==> src/rtl/i2c_target.sv <==
// I2C target endpoint: synchronizes and deglitches raw SCL/SDA, detects
// START/STOP, matches a 7-bit address and exchanges bytes with user logic
// through single-cycle strobes. No clock stretching.

// Two-flop synchronizer followed by a consecutive-sample glitch filter.
module i2c_target_filter #(
  parameter int FILTER_LEN = 3
) (
  input  logic clk,
  input  logic rst_n,
  input  logic i_raw,
  output logic o_filt
);

  logic [1:0] r_sync;
  logic [3:0] r_cnt;
  logic       r_filt;

  // Synchronize the pad, then flip the filtered value only after FILTER_LEN
  // consecutive disagreeing samples.
  // NOTE: sequential state uses non-blocking assignments so every flop in
  // this block samples the pre-edge values, matching real hardware.
  always_ff @(posedge clk or negedge rst_n) begin
    if (!rst_n) begin
      r_sync <= 2'b11;
      r_cnt  <= '0;
      r_filt <= 1'b1;
    end else begin
      r_sync <= {r_sync[0], i_raw};
      if (r_sync[1] == r_filt) begin
        r_cnt <= '0;
      end else if (r_cnt == 4'(FILTER_LEN - 1)) begin
        r_filt <= r_sync[1];
        r_cnt  <= '0;
      end else begin
        r_cnt <= r_cnt + 4'd1;
      end
    end
  end

  assign o_filt = r_filt;

endmodule

module i2c_target #(
  parameter logic [6:0] ADDR       = 7'h50,
  parameter int         FILTER_LEN = 3
) (
  input  logic       clk,
  input  logic       rst_n,
  input  logic       scl_i,
  input  logic       sda_i,
  output logic       sda_oe,
  output logic [7:0] rx_data,
  output logic       rx_valid,
  input  logic       rx_ack,
  input  logic [7:0] tx_data,
  output logic       tx_req,
  output logic       rw,
  output logic       busy,
  output logic       start_det,
  output logic       stop_det
);

  typedef enum logic [2:0] {
    S_IDLE, S_ADDR, S_ADDR_ACK, S_RX, S_RX_ACK, S_TX, S_TX_ACK, S_WAIT_STOP
  } state_t;

  logic w_scl_f, w_sda_f;
  logic r_scl_d, r_sda_d;
  logic w_scl_rise, w_scl_fall, w_start, w_stop;

  state_t     r_state, w_state_nxt;
  logic [3:0] r_cnt, w_cnt_nxt;
  logic [7:0] r_shift, w_shift_nxt;
  logic [6:0] r_tx_shift, w_tx_shift_nxt;
  logic [7:0] r_rx_data, w_rx_data_nxt;
  logic       r_sda_oe, w_sda_oe_nxt;
  logic       r_rx_valid, w_rx_valid_nxt;
  logic       r_tx_req, w_tx_req_nxt;
  logic       r_rw, w_rw_nxt;
  logic       r_busy, w_busy_nxt;
  logic       r_start, w_start_nxt;
  logic       r_stop, w_stop_nxt;

  i2c_target_filter #(.FILTER_LEN(FILTER_LEN)) u_scl_filt (
    .clk(clk), .rst_n(rst_n), .i_raw(scl_i), .o_filt(w_scl_f)
  );

  i2c_target_filter #(.FILTER_LEN(FILTER_LEN)) u_sda_filt (
    .clk(clk), .rst_n(rst_n), .i_raw(sda_i), .o_filt(w_sda_f)
  );

  // Delayed copies of the filtered lines for edge detection.
  always_ff @(posedge clk or negedge rst_n) begin
    if (!rst_n) begin
      r_scl_d <= 1'b1;
      r_sda_d <= 1'b1;
    end else begin
      r_scl_d <= w_scl_f;
      r_sda_d <= w_sda_f;
    end
  end

  assign w_scl_rise = w_scl_f & ~r_scl_d;
  assign w_scl_fall = ~w_scl_f & r_scl_d;
  assign w_start    = ~w_sda_f & r_sda_d & w_scl_f & r_scl_d;
  assign w_stop     = w_sda_f & ~r_sda_d & w_scl_f & r_scl_d;

  // State and output registers; reset releases SDA asynchronously.
  always_ff @(posedge clk or negedge rst_n) begin
    if (!rst_n) begin
      r_state    <= S_IDLE;
      r_cnt      <= '0;
      r_shift    <= '0;
      r_tx_shift <= '0;
      r_rx_data  <= '0;
      r_sda_oe   <= 1'b0;
      r_rx_valid <= 1'b0;
      r_tx_req   <= 1'b0;
      r_rw       <= 1'b0;
      r_busy     <= 1'b0;
      r_start    <= 1'b0;
      r_stop     <= 1'b0;
    end else begin
      r_state    <= w_state_nxt;
      r_cnt      <= w_cnt_nxt;
      r_shift    <= w_shift_nxt;
      r_tx_shift <= w_tx_shift_nxt;
      r_rx_data  <= w_rx_data_nxt;
      r_sda_oe   <= w_sda_oe_nxt;
      r_rx_valid <= w_rx_valid_nxt;
      r_tx_req   <= w_tx_req_nxt;
      r_rw       <= w_rw_nxt;
      r_busy     <= w_busy_nxt;
      r_start    <= w_start_nxt;
      r_stop     <= w_stop_nxt;
    end
  end

  // Next-state and next-output logic; bus conditions override SCL edges.
  // NOTE: every signal gets a default before the case so no path leaves a
  // value unassigned, which would otherwise infer a latch.
  always_comb begin
    w_state_nxt    = r_state;
    w_cnt_nxt      = r_cnt;
    w_shift_nxt    = r_shift;
    w_tx_shift_nxt = r_tx_shift;
    w_rx_data_nxt  = r_rx_data;
    w_sda_oe_nxt   = r_sda_oe;
    w_rw_nxt       = r_rw;
    w_busy_nxt     = r_busy;
    w_rx_valid_nxt = 1'b0;
    w_tx_req_nxt   = 1'b0;
    w_start_nxt    = 1'b0;
    w_stop_nxt     = 1'b0;

    if (w_start) begin
      w_state_nxt  = S_ADDR;
      w_cnt_nxt    = '0;
      w_sda_oe_nxt = 1'b0;
      w_busy_nxt   = 1'b1;
      w_start_nxt  = 1'b1;
    end else if (w_stop) begin
      w_state_nxt  = S_IDLE;
      w_sda_oe_nxt = 1'b0;
      w_busy_nxt   = 1'b0;
      w_stop_nxt   = 1'b1;
    end else begin
      case (r_state)
        S_ADDR: begin
          if (w_scl_rise && r_cnt != 4'd8) begin
            w_shift_nxt = {r_shift[6:0], w_sda_f};
            w_cnt_nxt   = r_cnt + 4'd1;
          end else if (w_scl_fall && r_cnt == 4'd8) begin
            w_cnt_nxt = '0;
            if (r_shift[7:1] == ADDR) begin
              w_state_nxt  = S_ADDR_ACK;
              w_sda_oe_nxt = 1'b1;
              w_rw_nxt     = r_shift[0];
            end else begin
              w_state_nxt  = S_WAIT_STOP;
              w_sda_oe_nxt = 1'b0;
            end
          end
        end
        S_ADDR_ACK: begin
          if (w_scl_rise && r_rw) begin
            w_tx_req_nxt = 1'b1;
          end else if (w_scl_fall) begin
            w_cnt_nxt = '0;
            if (!r_rw) begin
              w_state_nxt  = S_RX;
              w_sda_oe_nxt = 1'b0;
            end else begin
              w_state_nxt    = S_TX;
              w_tx_shift_nxt = tx_data[6:0];
              w_sda_oe_nxt   = ~tx_data[7];
            end
          end
        end
        S_RX: begin
          if (w_scl_rise && r_cnt != 4'd8) begin
            w_shift_nxt = {r_shift[6:0], w_sda_f};
            w_cnt_nxt   = r_cnt + 4'd1;
            if (r_cnt == 4'd7) begin
              w_rx_data_nxt  = {r_shift[6:0], w_sda_f};
              w_rx_valid_nxt = 1'b1;
            end
          end else if (w_scl_fall && r_cnt == 4'd8) begin
            w_state_nxt  = S_RX_ACK;
            w_sda_oe_nxt = rx_ack;
            w_cnt_nxt    = '0;
          end
        end
        S_RX_ACK: begin
          if (w_scl_fall) begin
            w_state_nxt  = S_RX;
            w_sda_oe_nxt = 1'b0;
          end
        end
        S_TX: begin
          if (w_scl_fall) begin
            if (r_cnt == 4'd7) begin
              w_state_nxt  = S_TX_ACK;
              w_sda_oe_nxt = 1'b0;
              w_cnt_nxt    = '0;
            end else begin
              w_sda_oe_nxt   = ~r_tx_shift[6];
              w_tx_shift_nxt = {r_tx_shift[5:0], 1'b0};
              w_cnt_nxt      = r_cnt + 4'd1;
            end
          end
        end
        S_TX_ACK: begin
          // r_cnt marks that the ACK-clock rise has been seen with an ACK.
          if (w_scl_rise) begin
            if (!w_sda_f) begin
              w_tx_req_nxt = 1'b1;
              w_cnt_nxt    = 4'd1;
            end else begin
              w_state_nxt = S_WAIT_STOP;
            end
          end else if (w_scl_fall && r_cnt == 4'd1) begin
            w_state_nxt    = S_TX;
            w_tx_shift_nxt = tx_data[6:0];
            w_sda_oe_nxt   = ~tx_data[7];
            w_cnt_nxt      = '0;
          end
        end
        S_WAIT_STOP: w_sda_oe_nxt = 1'b0;
        S_IDLE:      w_sda_oe_nxt = 1'b0;
        default:     w_state_nxt  = S_IDLE;
      endcase
    end
  end

  assign sda_oe    = r_sda_oe;
  assign rx_data   = r_rx_data;
  assign rx_valid  = r_rx_valid;
  assign tx_req    = r_tx_req;
  assign rw        = r_rw;
  assign busy      = r_busy;
  assign start_det = r_start;
  assign stop_det  = r_stop;

endmodule

==> config.mk <==
export PLATFORM = sky130hd
export DESIGN_NAME = i2c_target
export DESIGN_NICKNAME = d
export VERILOG_FILES = /design/src/rtl/i2c_target.sv
export SDC_FILE = /design/constraint.sdc
export NUM_CORES = 1
export LEC_CHECK = 0
export ABC_AREA = 1
export BUFFER_PORTS_ARGS = -buffer_cell sky130_fd_sc_hd__buf_4
export CORE_MARGIN = 2
export CORE_UTILIZATION = 30
export CTS_BUF_LIST = sky130_fd_sc_hd__clkbuf_8 sky130_fd_sc_hd__clkbuf_16
export DETAILED_ROUTE_END_ITERATION = 12
export GPL_TIMING_DRIVEN = 0
export HOLD_SLACK_MARGIN = 0.06
export PLACE_DENSITY = 0.58
export SLEW_MARGIN = 5
export SYNTH_ARGS = -nofsm -noshare
export SYNTH_HDL_FRONTEND = slang
export SYNTH_SLANG_ARGS = --single-unit
==> constraint.sdc <==
create_clock -name clk -period 1.9 [get_ports clk]
set_input_delay 0.38 -clock clk [delete_from_list [all_inputs] [get_ports clk]]
set_output_delay 0.38 -clock clk [all_outputs]
set_load 0.1 [all_outputs]
==> PnR_summary.wiki <==
{| class="wikitable"
! Metric !! Value
|-
| Result of the run || finished, final reports clean
|-
| CTS H-Tree Depth || 2
|-
| Top-level I/O count || 28
|-
| Initial DRC count || 179
|-
| Critical path arrival || 1.95 ns
|-
| Placeable Area || 0.009328 sq mm
|-
| Wire length per cell after detailed routing || 11.80 um
|-
| Aggregate global routing overflow || 0
|-
| Dominant cells by area after synthesis || sky130_fd_sc_hd__dfrtp_1 39%, sky130_fd_sc_hd__nand2_1 16%, sky130_fd_sc_hd__dfstp_2 7.3%
|-
| Library cell with the largest summed area after synthesis || sky130_fd_sc_hd__dfrtp_1
|-
| Wire length reported by the detailed router || 6.346 mm
|-
| Number of synthesized register bits || 53
|-
| Post-synthesis sequential area ratio || 46.09%
|-
| Via count of the first global-routing pass || 2282
|-
| Die span in x || 102.3 um
|-
| Critical path launch point type || flop
|-
| Max FO, Critical Path || 10
|-
| Fraction of the cycle the final worst path needs || 91.84%
|-
| Netlist area before placement || 0.002899 sq mm
|-
| Max Clk Rate || 573.1 MHz
|-
| Final critical-path required period || 1.745 ns
|-
| Clk root buf || sky130_fd_sc_hd__clkbuf_8
|-
| Kind of end point of the critical path || flop
|-
| Clock Sink Count || 53
|-
| Power density over the cells || 1529 mW/mm^2
|-
| Cells along the critical path || buf_6 -> inv_2 -> nor2_4 -> nand2_2 -> nor2_2 -> inv_2 -> nor2_4 -> inv_2 -> buf_6 -> nand2_2 -> o21ai_2
|-
| Worst path buffer plus inverter count || 5
|-
| Number of hold violations in the final report || 0
|-
| Signed area change from the synthesized netlist to the final layout || 19.72%
|-
| Share of final-layout standard cells stronger than drive strength 1 || 24.94%
|-
| Vertical die dimension || 102.3 um
|-
| Largest net degree at the start of global routing || 54
|-
| DRT antenna net count || 0
|-
| Number of buffer cells added on primary ports || 27
|-
| Count of inserted antenna diode cells || 0
|-
| Effective utilization at floorplan || 31.08%
|-
| Setup slack at placement || -0.05144 ns
|-
| Antenna violations before repair || 0
|-
| Worst supply voltage drop on vdd || 0.7061 mV
|-
| Fillcell total || 973
|-
| Top Family by Delay on Critical Path || flip-flops
|-
| Final worst-path setup slack || 0.1550 ns
|-
| Largest stage delay, worst path || 0.55 ns
|-
| Detailed-route vias per instance || 4.487
|-
| Mean instance size in the synthesized netlist || 7.878 sq um
|-
| Path type of the worst min-delay path || input pin to asynchronous set/reset pin
|-
| Normalized max-slew margin || 55.37%
|-
| Utilization after layout || 37.21%
|-
| Placer congestion estimate || 0.8981
|-
| Post-synthesis instance total || 368
|-
| CTS tree || built
|-
| Final hold slack || 0.1057 ns
|-
| # rows || 35
|-
| Area share of the largest cell type after synthesis || 38.84%
|-
| First-pass DRT Iterations || 4
|-
| Insertion delay to the later sink of the worst-skew pair || 0.31 ns
|-
| Max-slew violation count || 0
|-
| Max capacitance violation total || 0
|-
| Syn nets || 388
|-
| Post-synthesis cell type count || 32
|-
| Final setup skew || 0.006991 ns
|-
| Unrepaired setup endpoints after global routing || no
|-
| Via count || 2414
|-
| Cell with the biggest individual delay on the critical path || sky130_fd_sc_hd__dfstp_2
|-
| Total chip power || 5308 uW
|-
| Drt drc || 0
|-
| Final setup violation count || 0
|-
| Overall fraction of global-route tracks in use || 13.32%
|-
| Fin nets || 428
|-
| Clock Path Buffers || 2
|-
| Type of the worst setup path || flop to flop
|-
| Leakage power of the design || 0.001745 uW
|-
| Clock transition at the registers of the reported paths || 0.10 ns
|-
| Slew @ Worst Pin || 0.6695 ns
|-
| First-pass GRT wire length || 10.98 mm
|-
| Number of buffers created by CTS || 5
|-
| Die footprint || 0.01047 sq mm
|-
| Half-perimeter wire length of the detailed placement result || 4.706 mm
|-
| Crit-path most repeated cell || sky130_fd_sc_hd__inv_2
|-
| Worst Path Required || 2.11 ns
|-
| Warning count from the yosys run || 0
|}
-- cells in the final DEF, fill, tap and decap left out, drive strengths merged, types with 7 or more instances in the layout --
master / n
nor2: 52
o21ai: 26
ha: 7
nand3: 34
dfrtp: 45
inv: 36
nand2: 130
dfstp: 8
buf: 38
clkbuf: 8
-- state kept, by name (all words and copies together), names as in the netlist --
signal / cells
r_tx_shift: 7
r_cnt: 4
u_sda_filt.r_cnt: 4
r_shift: 8
stop_det: 1
r_state: 3
u_sda_filt.o_filt: 1
r_sda_d: 1
rw: 1
u_scl_filt.o_filt: 1
start_det: 1
busy: 1
u_sda_filt.r_sync: 2
tx_req: 1
rx_valid: 1
u_scl_filt.r_cnt: 4
rx_data: 8
u_scl_filt.r_sync: 2
r_scl_d: 1
sda_oe: 1
-- where the power goes --
part | total (uW) | switching (uW) | leakage, uW | internal, uW
logic | 2880 | 1920 | 0.00101 | 961
registers | 1710 | 244 | 0.000682 | 1470
clock network | 720 | 383 | 0.0000549 | 337
total | 5310 | 2540 | 0.00175 | 2770
-- timing repair --
| action | in CTS | in global routing |
|---|---|---|
| pin swaps | 0 | 6 |
| resized for setup | 3 | 16 |
| buffers inserted | 0 | 6 |
| setup endpoints to repair | 12 | 31 |
| hold buffers | 0 | 0 |
-- path summary, 6_finish.rpt --
path | startpoint | end | slack, ns | cells past startpoint
setup reg to reg | u_scl_filt.o_filt | rx_data[7] | 0.15 | 11
min in group clk | sda_i | u_sda_filt.r_sync[0] | 0.17 | 1
hold / removal | rst_n | u_sda_filt.r_cnt[1] | 0.11 | 1
setup / recovery | u_scl_filt.o_filt | rx_data[7] | 0.15 | 11
hold reg to reg | u_sda_filt.r_sync[0] | u_sda_filt.r_sync[1] | 0.36 | 0
max in group asynchronous | rst_n | r_cnt[0] | 1.32 | 1
-- layout make-up --
class	count	area [sq um]	share of cell area, %
Clock buffer	7	96.34	2.776
Tap cell	129	161.4	4.650
Multi-Input combinational cell	274	1431	41.24
Timing Repair Buffer	33	247.7	7.138
Clock inverter	1	8.758	0.2523
Sequential cell	53	1339	38.57
Inverter	35	131.4	3.785
Buffer	6	55.05	1.586
-- cells by family after synthesis --
group,after synthesis,synth area share (%)
buffers and inverters,41,6.258
DFF,53,46.09
adders and majority gates,7,3.021
xor gates and xnor gates,7,2.115
AOI/OAI and AO/OA,34,8.071
and+or+nand+nor,226,34.44
-- stage by stage --
stage	instances	TNS, ns	cell area, sq um
2_1_floorplan	368	0	2899
3_3_place_gp	524	-0.2269	3263
3_5_place_dp	524	-0.2088	3263
4_1_cts	532	0	3379
5_1_grt	538	0	3471
6_report	538	0	3471
-- worst register-to-register path, stage by stage (launching register included) --
cell,delay (ns)
sky130_fd_sc_hd__dfstp_2,0.55
sky130_fd_sc_hd__buf_6,0.14
sky130_fd_sc_hd__inv_2,0.07
sky130_fd_sc_hd__nor2_4,0.13
sky130_fd_sc_hd__nand2_2,0.10
sky130_fd_sc_hd__nor2_2,0.12
sky130_fd_sc_hd__inv_2,0.07
sky130_fd_sc_hd__nor2_4,0.11
sky130_fd_sc_hd__inv_2,0.09
sky130_fd_sc_hd__buf_6,0.17
sky130_fd_sc_hd__nand2_2,0.06
sky130_fd_sc_hd__o21ai_2,0.05
-- cells in the mapped netlist, drive strengths merged --
| library cell | n |
|---|---|
| inv | 35 |
| dfstp | 8 |
| nand3b | 1 |
| clkbuf | 1 |
| ha | 7 |
| xnor2 | 2 |
| o211ai | 1 |
| and2 | 2 |
| nand4 | 6 |
| dfrtp | 45 |
| a21oi | 6 |
| buf | 5 |
| o21ai | 26 |
| nand3 | 34 |
| nor2 | 52 |
| xor2 | 5 |
| nand2 | 130 |
| nor3 | 1 |
| a31oi | 1 |
-- routing by layer --
metal	share of wire, %	track usage, %	wire, um	vias to the layer above
met1	47	17.98	3008	1111
li1	-	-	-	1242
met5	0	0	0	-
met4	1.3	3.795	82	0
met2	46	21.41	2928	54
met3	5.2	3.146	328	7
No activity file was read; power rests on OpenSTA's default activity.
